--- src/rtl/sign_flag_pkg.sv ---
// sign_flag_pkg: shared flag-class enum, default widths and the tuple classifier.
package sign_flag_pkg;
  typedef enum logic [1:0] {CLS_POS, CLS_NEG, CLS_ZERO, CLS_ERR} cls_e;
  localparam int DEF_WIDTH = 16;
  localparam int DEF_CNT_W = 16;
  // mag is zero-extended by the caller; w is the real data width (<= 64)
  function automatic cls_e classify(input logic pos, input logic neg, input logic [63:0] mag,
                                    input int unsigned w);
    logic [63:0] h;
    h = 64'd1 << (w - 1);
    return (pos && !neg && mag != '0 && mag <  h) ? CLS_POS  :
           (!pos && neg && mag != '0 && mag <= h) ? CLS_NEG  :
           (!pos && !neg && mag == '0)            ? CLS_ZERO : CLS_ERR;
  endfunction
endpackage

--- src/rtl/sign_flag_decoder_sat_counter.sv ---
// sat_counter: saturating up-counter with synchronous clear (clear wins over increment).
module sat_counter #(
  parameter int CNT_W = 16
) (
  input  logic             clk,
  input  logic             rst_n,
  input  logic             inc,
  input  logic             clr,
  output logic [CNT_W-1:0] cnt
);
  logic [CNT_W-1:0] cnt_q, cnt_d;
  always_comb cnt_d = clr ? '0 : (inc && cnt_q != '1) ? cnt_q + 1'b1 : cnt_q;
  always_ff @(posedge clk or negedge rst_n)
    if (!rst_n) cnt_q <= '0;
    else        cnt_q <= cnt_d;
  assign cnt = cnt_q;
endmodule

--- src/rtl/sign_flag_decoder.sv ---
// sign_flag_decoder: checks (pos, neg, magnitude) tuples, rebuilds two's-complement words
// through one output register stage and keeps saturating per-class statistics.
module sign_flag_decoder
  import sign_flag_pkg::*;
#(
  parameter int WIDTH = DEF_WIDTH,
  parameter int CNT_W = DEF_CNT_W
) (
  input  logic             clk,
  input  logic             rst_n,
  input  logic             in_valid,
  output logic             in_ready,
  input  logic             positive_flag,
  input  logic             negative_flag,
  input  logic [WIDTH-1:0] magnitude,
  output logic             out_valid,
  input  logic             out_ready,
  output logic [WIDTH-1:0] out_data,
  output logic             out_err,
  output logic             err_sticky,
  input  logic             clr,
  output logic [CNT_W-1:0] pos_cnt,
  output logic [CNT_W-1:0] neg_cnt,
  output logic [CNT_W-1:0] zero_cnt,
  output logic [CNT_W-1:0] err_cnt
);
  logic             valid_q, valid_d, err_q, err_d, sticky_q, sticky_d, accept;
  logic [WIDTH-1:0] data_q, data_d, decoded;
  cls_e             cls;
  assign in_ready = !valid_q || out_ready;
  assign accept   = in_valid && in_ready;
  assign cls      = classify(positive_flag, negative_flag, 64'(magnitude), WIDTH);
  assign decoded  = (cls == CLS_POS) ? magnitude : (cls == CLS_NEG) ? ~magnitude + 1'b1 : '0;
  always_comb begin
    valid_d  = accept ? 1'b1 : out_ready ? 1'b0 : valid_q;
    data_d   = accept ? decoded : data_q;
    err_d    = accept ? (cls == CLS_ERR) : err_q;
    sticky_d = clr ? 1'b0 : (accept && cls == CLS_ERR) ? 1'b1 : sticky_q;
  end
  always_ff @(posedge clk or negedge rst_n)
    if (!rst_n) begin
      valid_q  <= 1'b0;
      data_q   <= '0;
      err_q    <= 1'b0;
      sticky_q <= 1'b0;
    end else begin
      valid_q  <= valid_d;
      data_q   <= data_d;
      err_q    <= err_d;
      sticky_q <= sticky_d;
    end
  assign out_valid  = valid_q;
  assign out_data   = data_q;
  assign out_err    = err_q;
  assign err_sticky = sticky_q;
  sat_counter #(.CNT_W(CNT_W)) u_pos  (.clk(clk), .rst_n(rst_n), .inc(accept && cls == CLS_POS),
                                       .clr(clr), .cnt(pos_cnt));
  sat_counter #(.CNT_W(CNT_W)) u_neg  (.clk(clk), .rst_n(rst_n), .inc(accept && cls == CLS_NEG),
                                       .clr(clr), .cnt(neg_cnt));
  sat_counter #(.CNT_W(CNT_W)) u_zero (.clk(clk), .rst_n(rst_n), .inc(accept && cls == CLS_ZERO),
                                       .clr(clr), .cnt(zero_cnt));
  sat_counter #(.CNT_W(CNT_W)) u_err  (.clk(clk), .rst_n(rst_n), .inc(accept && cls == CLS_ERR),
                                       .clr(clr), .cnt(err_cnt));
endmodule

--- config.mk ---
export PLATFORM = sky130hd
export DESIGN_NAME = sign_flag_decoder
export DESIGN_NICKNAME = d
export VERILOG_FILES = /design/src/rtl/sign_flag_pkg.sv /design/src/rtl/sign_flag_decoder_sat_counter.sv /design/src/rtl/sign_flag_decoder.sv
export SDC_FILE = /design/constraint.sdc
export NUM_CORES = 1
export LEC_CHECK = 0
export BUFFER_PORTS_ARGS = -buffer_cell sky130_fd_sc_hd__buf_2
export CORE_AREA = 3 3 133 135
export DETAILED_ROUTE_END_ITERATION = 7
export DIE_AREA = 0 0 136 138
export HOLD_SLACK_MARGIN = 0.12
export PLACE_DENSITY = 0.47
export SLEW_MARGIN = 20
export SYNTH_ARGS = -nofsm -noshare
export SYNTH_HDL_FRONTEND = slang
export SYNTH_HIERARCHICAL = 1
export SYNTH_SLANG_ARGS = --single-unit
--- constraint.sdc ---
create_clock -name clk -period 2.8 [get_ports clk]
set_input_delay 0.56 -clock clk [delete_from_list [all_inputs] [get_ports clk]]
set_output_delay 0.56 -clock clk [all_outputs]
set_load 0.05 [all_outputs]
==> summary.txt, run 1 <==
post-synth top area cell: dfrtp_1
failing checks: setup timing
crit path max fanout: 4
most used cell, CP: buf_6
die span in x: 136 um
fmax: 346 MHz
YS warnings: 6
final setup vio count: 6
htree depth: 3
starting density of the core: 29.9%
routed via count: 4,850
first-pass GRT wire length: 24,700 um
RSZ-0062 raised after global routing: true
placed cell areas: 0.00621 sq mm
Yosys top cell area share: 41.8%
largest net degree at the start of global routing: 82
# rows: 47
CP peak stage delay: 0.55 ns
cell count after placement: 879
largest family of logic cells by synthesized area: simple AND/OR/NAND/NOR gates
Cell Pwr Density: 391 mW/mm^2
synthesized-area fraction occupied by adder cells: 1.26%
register area share after synthesis: 41.8%
Worst setup startpoint: magnitude[5]
Synthesized Nets: 554
simple logic cell fraction of the synthesized area: 32.2%
Longest Clk Path Bufs: 2
Hold Crit Class: in2async
hold slack: 0.288 ns
layout cells sized above 1: 43.8%
Port Buf Inserts: 106
worst r2r dst: u_zero/cnt[3]$_DFFE_PN0P_
vias in the first global route: 4,858
Sink Count: 83
startpoint types: primary input
Core Region: 0.0166 sq mm
Distinct cells, synth: 47
Slew Limit Fails: 0
I/O pin total: 107
commonest non-fill, non-tap cell in the layout: buf_2
post-synthesis xor/xnor area fraction: 0.705%
Initial DRT Pass Iterations: 4
Pleak: 3.06 nW
final net count: 714
Inserted Clock Buffers: 9
Final Power: 2.75 mW
clock insertion delay at the later pin of the skew report: 0.34 ns
worst-path cell chain: buf_6, or4_4, nor4_4, mux2_4, a211oi_4, buf_6, buf_6, nand3_4, nor4_4, mux2_4
Die H: 138 um
routability cong.: 0.787
final wirelength: 15,000 um
Top delay family on crit path: simple AND/OR/NAND/NOR gates
post-DP HPWL: 10,400 um
synth top area cells: dfrtp_1, or4_1, a21oi_1
mux share of post-synthesis cell area: 4.48%
Main synth FF type: dfrtp_1
Worst R2R Path Depth: 6
Tcrit/Tclk final: 103%
number of enable flip-flop cells after synthesis: 0
routed vias/inst: 5.32
Syn Inst Count: 526
root buf cell: clkbuf_16
Layout area overhead: 41.9%
post-detailed-route count of antenna-violating nets: 0
Clock transition at path regs: 0.06 ns
PnR worst setup slack: -0.0885 ns
Final Instance Count excl. Fillers: 911
Remaining DRCs: 0
crit path kind: in2reg
setup TNS: -0.276 ns
global-route usage over all layers: 16.0%
status: finished, violations left
compound-gate portion of the synthesized area: 15.7%
clk_skew: 0.00494 ns
Storage cell area: 0.00208 sq mm
# diodes: 0
Fill cells: 1,656
CP required: 3.02 ns
GRT overflow: 0
max_cap viols: 0
number of synthesized register bits: 83
max_slew headroom: 33.4%
Peak VDD IR: 0.266 mV
initial antenna violation count: 0
syn_area_per_cell: 9.44 sq um
Cell Area, Synth: 0.00497 sq mm
Fin. Hold Viols: 0
WP buf/inv: 3
CTS tree: yes
Wirelength per Cell: 16.4 um
reg-to-reg setup timing slack: 0.45 ns
crit end category: register
Worst-Margin Slew: 0.991 ns
Arrival @ worst endpoint: 3.11 ns
Total Die Area: 0.0188 sq mm
iteration-0 DRC count of the detailed router: 183
footprint of the multi-input gates: 0.00314 sq mm
highest-delay cell along the critical path: or4_4
fin area: 0.00705 sq mm
Final min period: 2.89 ns
most frequent cells in the layout: buf_2, dfrtp_1, buf_4
asr flop ratio synth: 100%
Critical R2R Launch: u_zero/cnt[0]$_DFFE_PN0P_
==> power breakdown <==
group / internal, mW / switching [mW] / leakage, nW / total (mW)
registers: 1.22 / 0.0168 / 1.15 / 1.24
clock network: 0.643 / 0.495 / 0.141 / 1.14
logic: 0.127 / 0.246 / 1.77 / 0.374
total: 1.99 / 0.759 / 3.06 / 2.75
==> worst register-to-register path, delay by kind of cell (launching register included) <==
kind | cells | cell delay [ns]
AND/OR/NAND/NOR | 2 | 1.05
AO/OA/AOI/OAI | 2 | 0.25
flip-flops | 1 | 0.43
buffers and inverters | 1 | 0.29
adder cells (fa/ha/maj) | 1 | 0.26
==> per-stage QoR <==
step / worst slack, ns / util [%]
floorplan: -0.555 / -
detailed placement: -0.561 / 37.5
global route: -0.178 / 42.5
finish: -0.0885 / 42.5
CTS: -0.0216 / 40.2
global placement: -0.485 / 37.5
==> synth_stat cells, types with 5 or more instances <==
library cell   n
nor3_1        11
dfrtp_1       83
and3_1        12
and4_2         8
or4_2          8
o21ai_0        9
ha_1           5
or4_1         31
o211ai_1      10
a21oi_1       45
nand2_1       42
o21ai_1       12
o31ai_1       28
nor4_1        19
nand3_1       21
nand4_1       24
inv_1         16
clkbuf_1      18
nor4_4         5
nor2b_1       18
mux2_1        16
or3_1          9
nor2_1        23
==> layout make-up <==
cell class	instances	share of cell area [%]
Multi-Input combinational cell	402	44.6
Timing Repair Buffer	173	16.6
Clock buffer	11	3.59
Sequential cell	83	29.5
Tap cell	220	3.91
Inverter	16	1.30
Clock inverter	5	0.391
Timing Repair inverter	1	0.107
==> worst max path at each step <==
stage | endpoint | slack [ns] | depth (start not counted)
3_3_place_gp | u_neg/cnt[9]$_DFFE_PN0P_ | -0.49 | 11
6_report | u_err/cnt[15]$_DFFE_PN0P_ | -0.09 | 10
4_1_cts | u_err/cnt[15]$_DFFE_PN0P_ | -0.02 | 10
2_1_floorplan | u_err/cnt[2]$_DFFE_PN0P_ | -0.56 | 11
5_1_grt | u_err/cnt[15]$_DFFE_PN0P_ | -0.18 | 10
3_5_place_dp | u_neg/cnt[15]$_DFFE_PN0P_ | -0.56 | 11
==> layer usage <==
metal | vias to the layer above | GRT usage (%) | share of wire (%)
li1 | 2363 | - | -
met1 | 2386 | 21.1 | 45
met2 | 89 | 25.9 | 49
met3 | 12 | 4.54 | 4.4
met4 | 0 | 3.82 | 0.93
met5 | - | 0 | 0
==> cell families (layout without fill, tap and decap cells) <==
family	Yosys count	in the layout
xor gates and xnor gates	4	4
buffers and inverters	41	206
muxes	20	20
and+or+nand+nor	254	254
DFF	83	83
AOI/OAI and AO/OA	119	119
adders and majority gates	5	5
==> state kept, by name, summed over array words and instances (netlist names) <==
register	count
err_sticky	1
out_data	16
out_err	1
out_valid	1
u_err/cnt	16
u_neg/cnt	16
u_pos/cnt	16
u_zero/cnt	16
==> repair_timing <==
item | in CTS | in global routing
gates resized for setup | 25 | 65
setup buffers | 3 | 11
gates cloned | 2 | 0
setup endpoints to repair | 33 | 35
pin swaps | 8 | 31
hold buffers | 0 | 0
Note: power is estimated with default switching activity, not from simulation.
==> run 2: changes to the inputs <==
==> constraint.sdc (replaced) <==
create_clock -name clk -period 3.5 [get_ports clk]
set_input_delay 0.7 -clock clk [delete_from_list [all_inputs] [get_ports clk]]
set_output_delay 0.7 -clock clk [all_outputs]
set_load 0.05 [all_outputs]
==> summary.txt, run 2 (synthesis gave the netlist of run 1 again) <==
crit end category: register
setup TNS: 0 ns (+0.276 ns)
status: completed
Initial DRT Pass Iterations: 4 (unchanged)
Worst setup startpoint: magnitude[1]
placed cell areas: 0.00594 sq mm (-4.5%)
Arrival @ worst endpoint: 3.43 ns (+0.32 ns)
crit path max fanout: 19 (+15)
htree depth: 3 (unchanged)
startpoint types: primary input
Total Die Area: 0.0188 sq mm (unchanged)
most frequent cells in the layout: buf_2, dfrtp_1, a21oi_1
iteration-0 DRC count of the detailed router: 255 (+39%)
Core Region: 0.0166 sq mm (unchanged)
die span in x: 136 um (unchanged)
routability cong.: 0.796 (+1.2%)
final wirelength: 14,500 um (-3.4%)
# diodes: 0 (unchanged)
Final Power: 2.18 mW (-21%)
Worst-Margin Slew: 0.923 ns (-0.0674 ns)
Layout area overhead: 25.4%
fin area: 0.00623 sq mm (-12%)
Slew Limit Fails: 0 (unchanged)
root buf cell: clkbuf_16
Place WS: -0.0995 ns (+0.462 ns)
Longest Clk Path Bufs: 2 (unchanged)
Final min period: 3.20 ns
first-pass GRT wire length: 24,600 um (-0.72%)
combinational power share: 11.7% (-1.9 points)
Tcrit/Tclk final: 91.4%
hold slack: 0.455 ns (+0.167 ns)
CP required: 3.74 ns (+0.72 ns)
Fin. Hold Viols: 0 (unchanged)
Inserted Clock Buffers: 9 (unchanged)
fmax: 313 MHz
Sw Share: 28.3% (+0.77 points)
Remaining DRCs: 0 (unchanged)
RSZ-0062 raised after global routing: false
routed via count: 4,712 (-2.8%)
CTS tree: yes
post-detailed-route count of antenna-violating nets: 0 (unchanged)
commonest non-fill, non-tap cell in the layout: buf_2
Clock Power Share: 42.9% (+1.5 points)
Storage cell area: 0.00208 sq mm (unchanged)
Hold Crit Class: in2async
PnR worst setup slack: 0.301 ns (+0.389 ns)
Post-CTS Resized: 0 (-100%)
global-route usage over all layers: 15.9% (-0.074 points)
Port Buf Inserts: 106 (unchanged)
clk_skew: 0.00854 ns (+0.00361 ns)
Clock transition at path regs: 0.07 ns (about the same)
layout cells sized above 1: 31.0% (-13 points)
routed vias/inst: 5.44 (+2.2%)
Pleak: 2.77 nW (-9.6%)
# rows: 47 (unchanged)
Fill cells: 1,734 (+4.7%)
Die H: 138 um (unchanged)
crit path kind: in2reg
Setup Buffers After CTS: 0 (-3)
starting density of the core: 29.9% (unchanged)
P_sw: 0.619 mW (-18%)
vias in the first global route: 4,658 (-4.1%)
Cell Pwr Density: 351 mW/mm^2 (-10%)
GRT overflow: 0 (unchanged)
final setup vio count: 0 (-6)
initial antenna violation count: 0 (unchanged)
post-DP HPWL: 10,000 um (-3.2%)
reg-to-reg setup timing slack: 1.18 ns (+0.73 ns)
I/O pin total: 107 (unchanged)
final net count: 669 (-6.3%)
Critical R2R Launch: u_neg/cnt[0]$_DFFE_PN0P_
max_slew headroom: 38.0% (+4.5 points)
footprint of the multi-input gates: 0.00278 sq mm (-12%)
hold buffers post-CTS: 0 (unchanged)
Wirelength per Cell: 16.7 um (+1.6%)
max_cap viols: 0 (unchanged)
Sink Count: 83 (unchanged)
Peak VDD IR: 0.232 mV (-13%)
Seq pwr share: 45.4% (+0.3 points)
clock insertion delay at the later pin of the skew report: 0.35 ns (about the same)
largest net degree at the start of global routing: 82 (unchanged)
Int Pwr: 1.57 mW (-21%)
-- run 2: routing by layer --
metal / global-route usage, % / routed length (um)
met5: 0 / 0
met4: 5.57 / 243
met3: 3.49 / 727
met2: 25.1 / 6750
met1: 21.5 / 6750
-- run 2: stage by stage --
stage	std cells	util [%]
2_1_floorplan	526	-
3_3_place_gp	850	35.8
3_5_place_dp	850	35.8
4_1_cts	866	37.5
5_1_grt	866	37.5
6_report	866	37.5
-- run 2: worst max-delay path, stage by stage --
cell and delay [ns]:
buf_2 0.16, inv_12 0.06, ha_4 0.12, or4b_4 0.46, nor4_4 0.37, mux2_4 0.35, a211oi_4 0.27, inv_2 0.23
nor4_2 0.36, mux2_1 0.35
-- run 2: final timing paths --
kind	to	cells past startpoint
min in group clk	out_data[2]$_DFFE_PN0P_	2
hold reg to reg	out_data[2]$_DFFE_PN0P_	2
max in group asynchronous	u_zero/cnt[9]$_DFFE_PN0P_	2
hold / removal	u_zero/cnt[8]$_DFFE_PN0P_	1
setup / recovery	u_err/cnt[9]$_DFFE_PN0P_	10
setup reg to reg	u_neg/cnt[15]$_DFFE_PN0P_	5
-- run 2: layout make-up --
class	count	area share (%)
inverter	16	1.25
sequential	83	33.4
timing repair buffer	129	11.7
tap	220	4.42
clock buffer	11	4.06
clock inverter	5	0.603
multi-input combinational	402	44.6
-- run 2: power by group through the flow --
stage	clock network (mW)	registers, mW	logic, mW
2_1_floorplan	0	1.08	0.0820
3_3_place_gp	0	1.01	0.257
3_5_place_dp	0	1.01	0.259
4_1_cts	0.978	0.992	0.260
5_1_grt	1.02	0.994	0.279
6_report	0.938	0.991	0.255
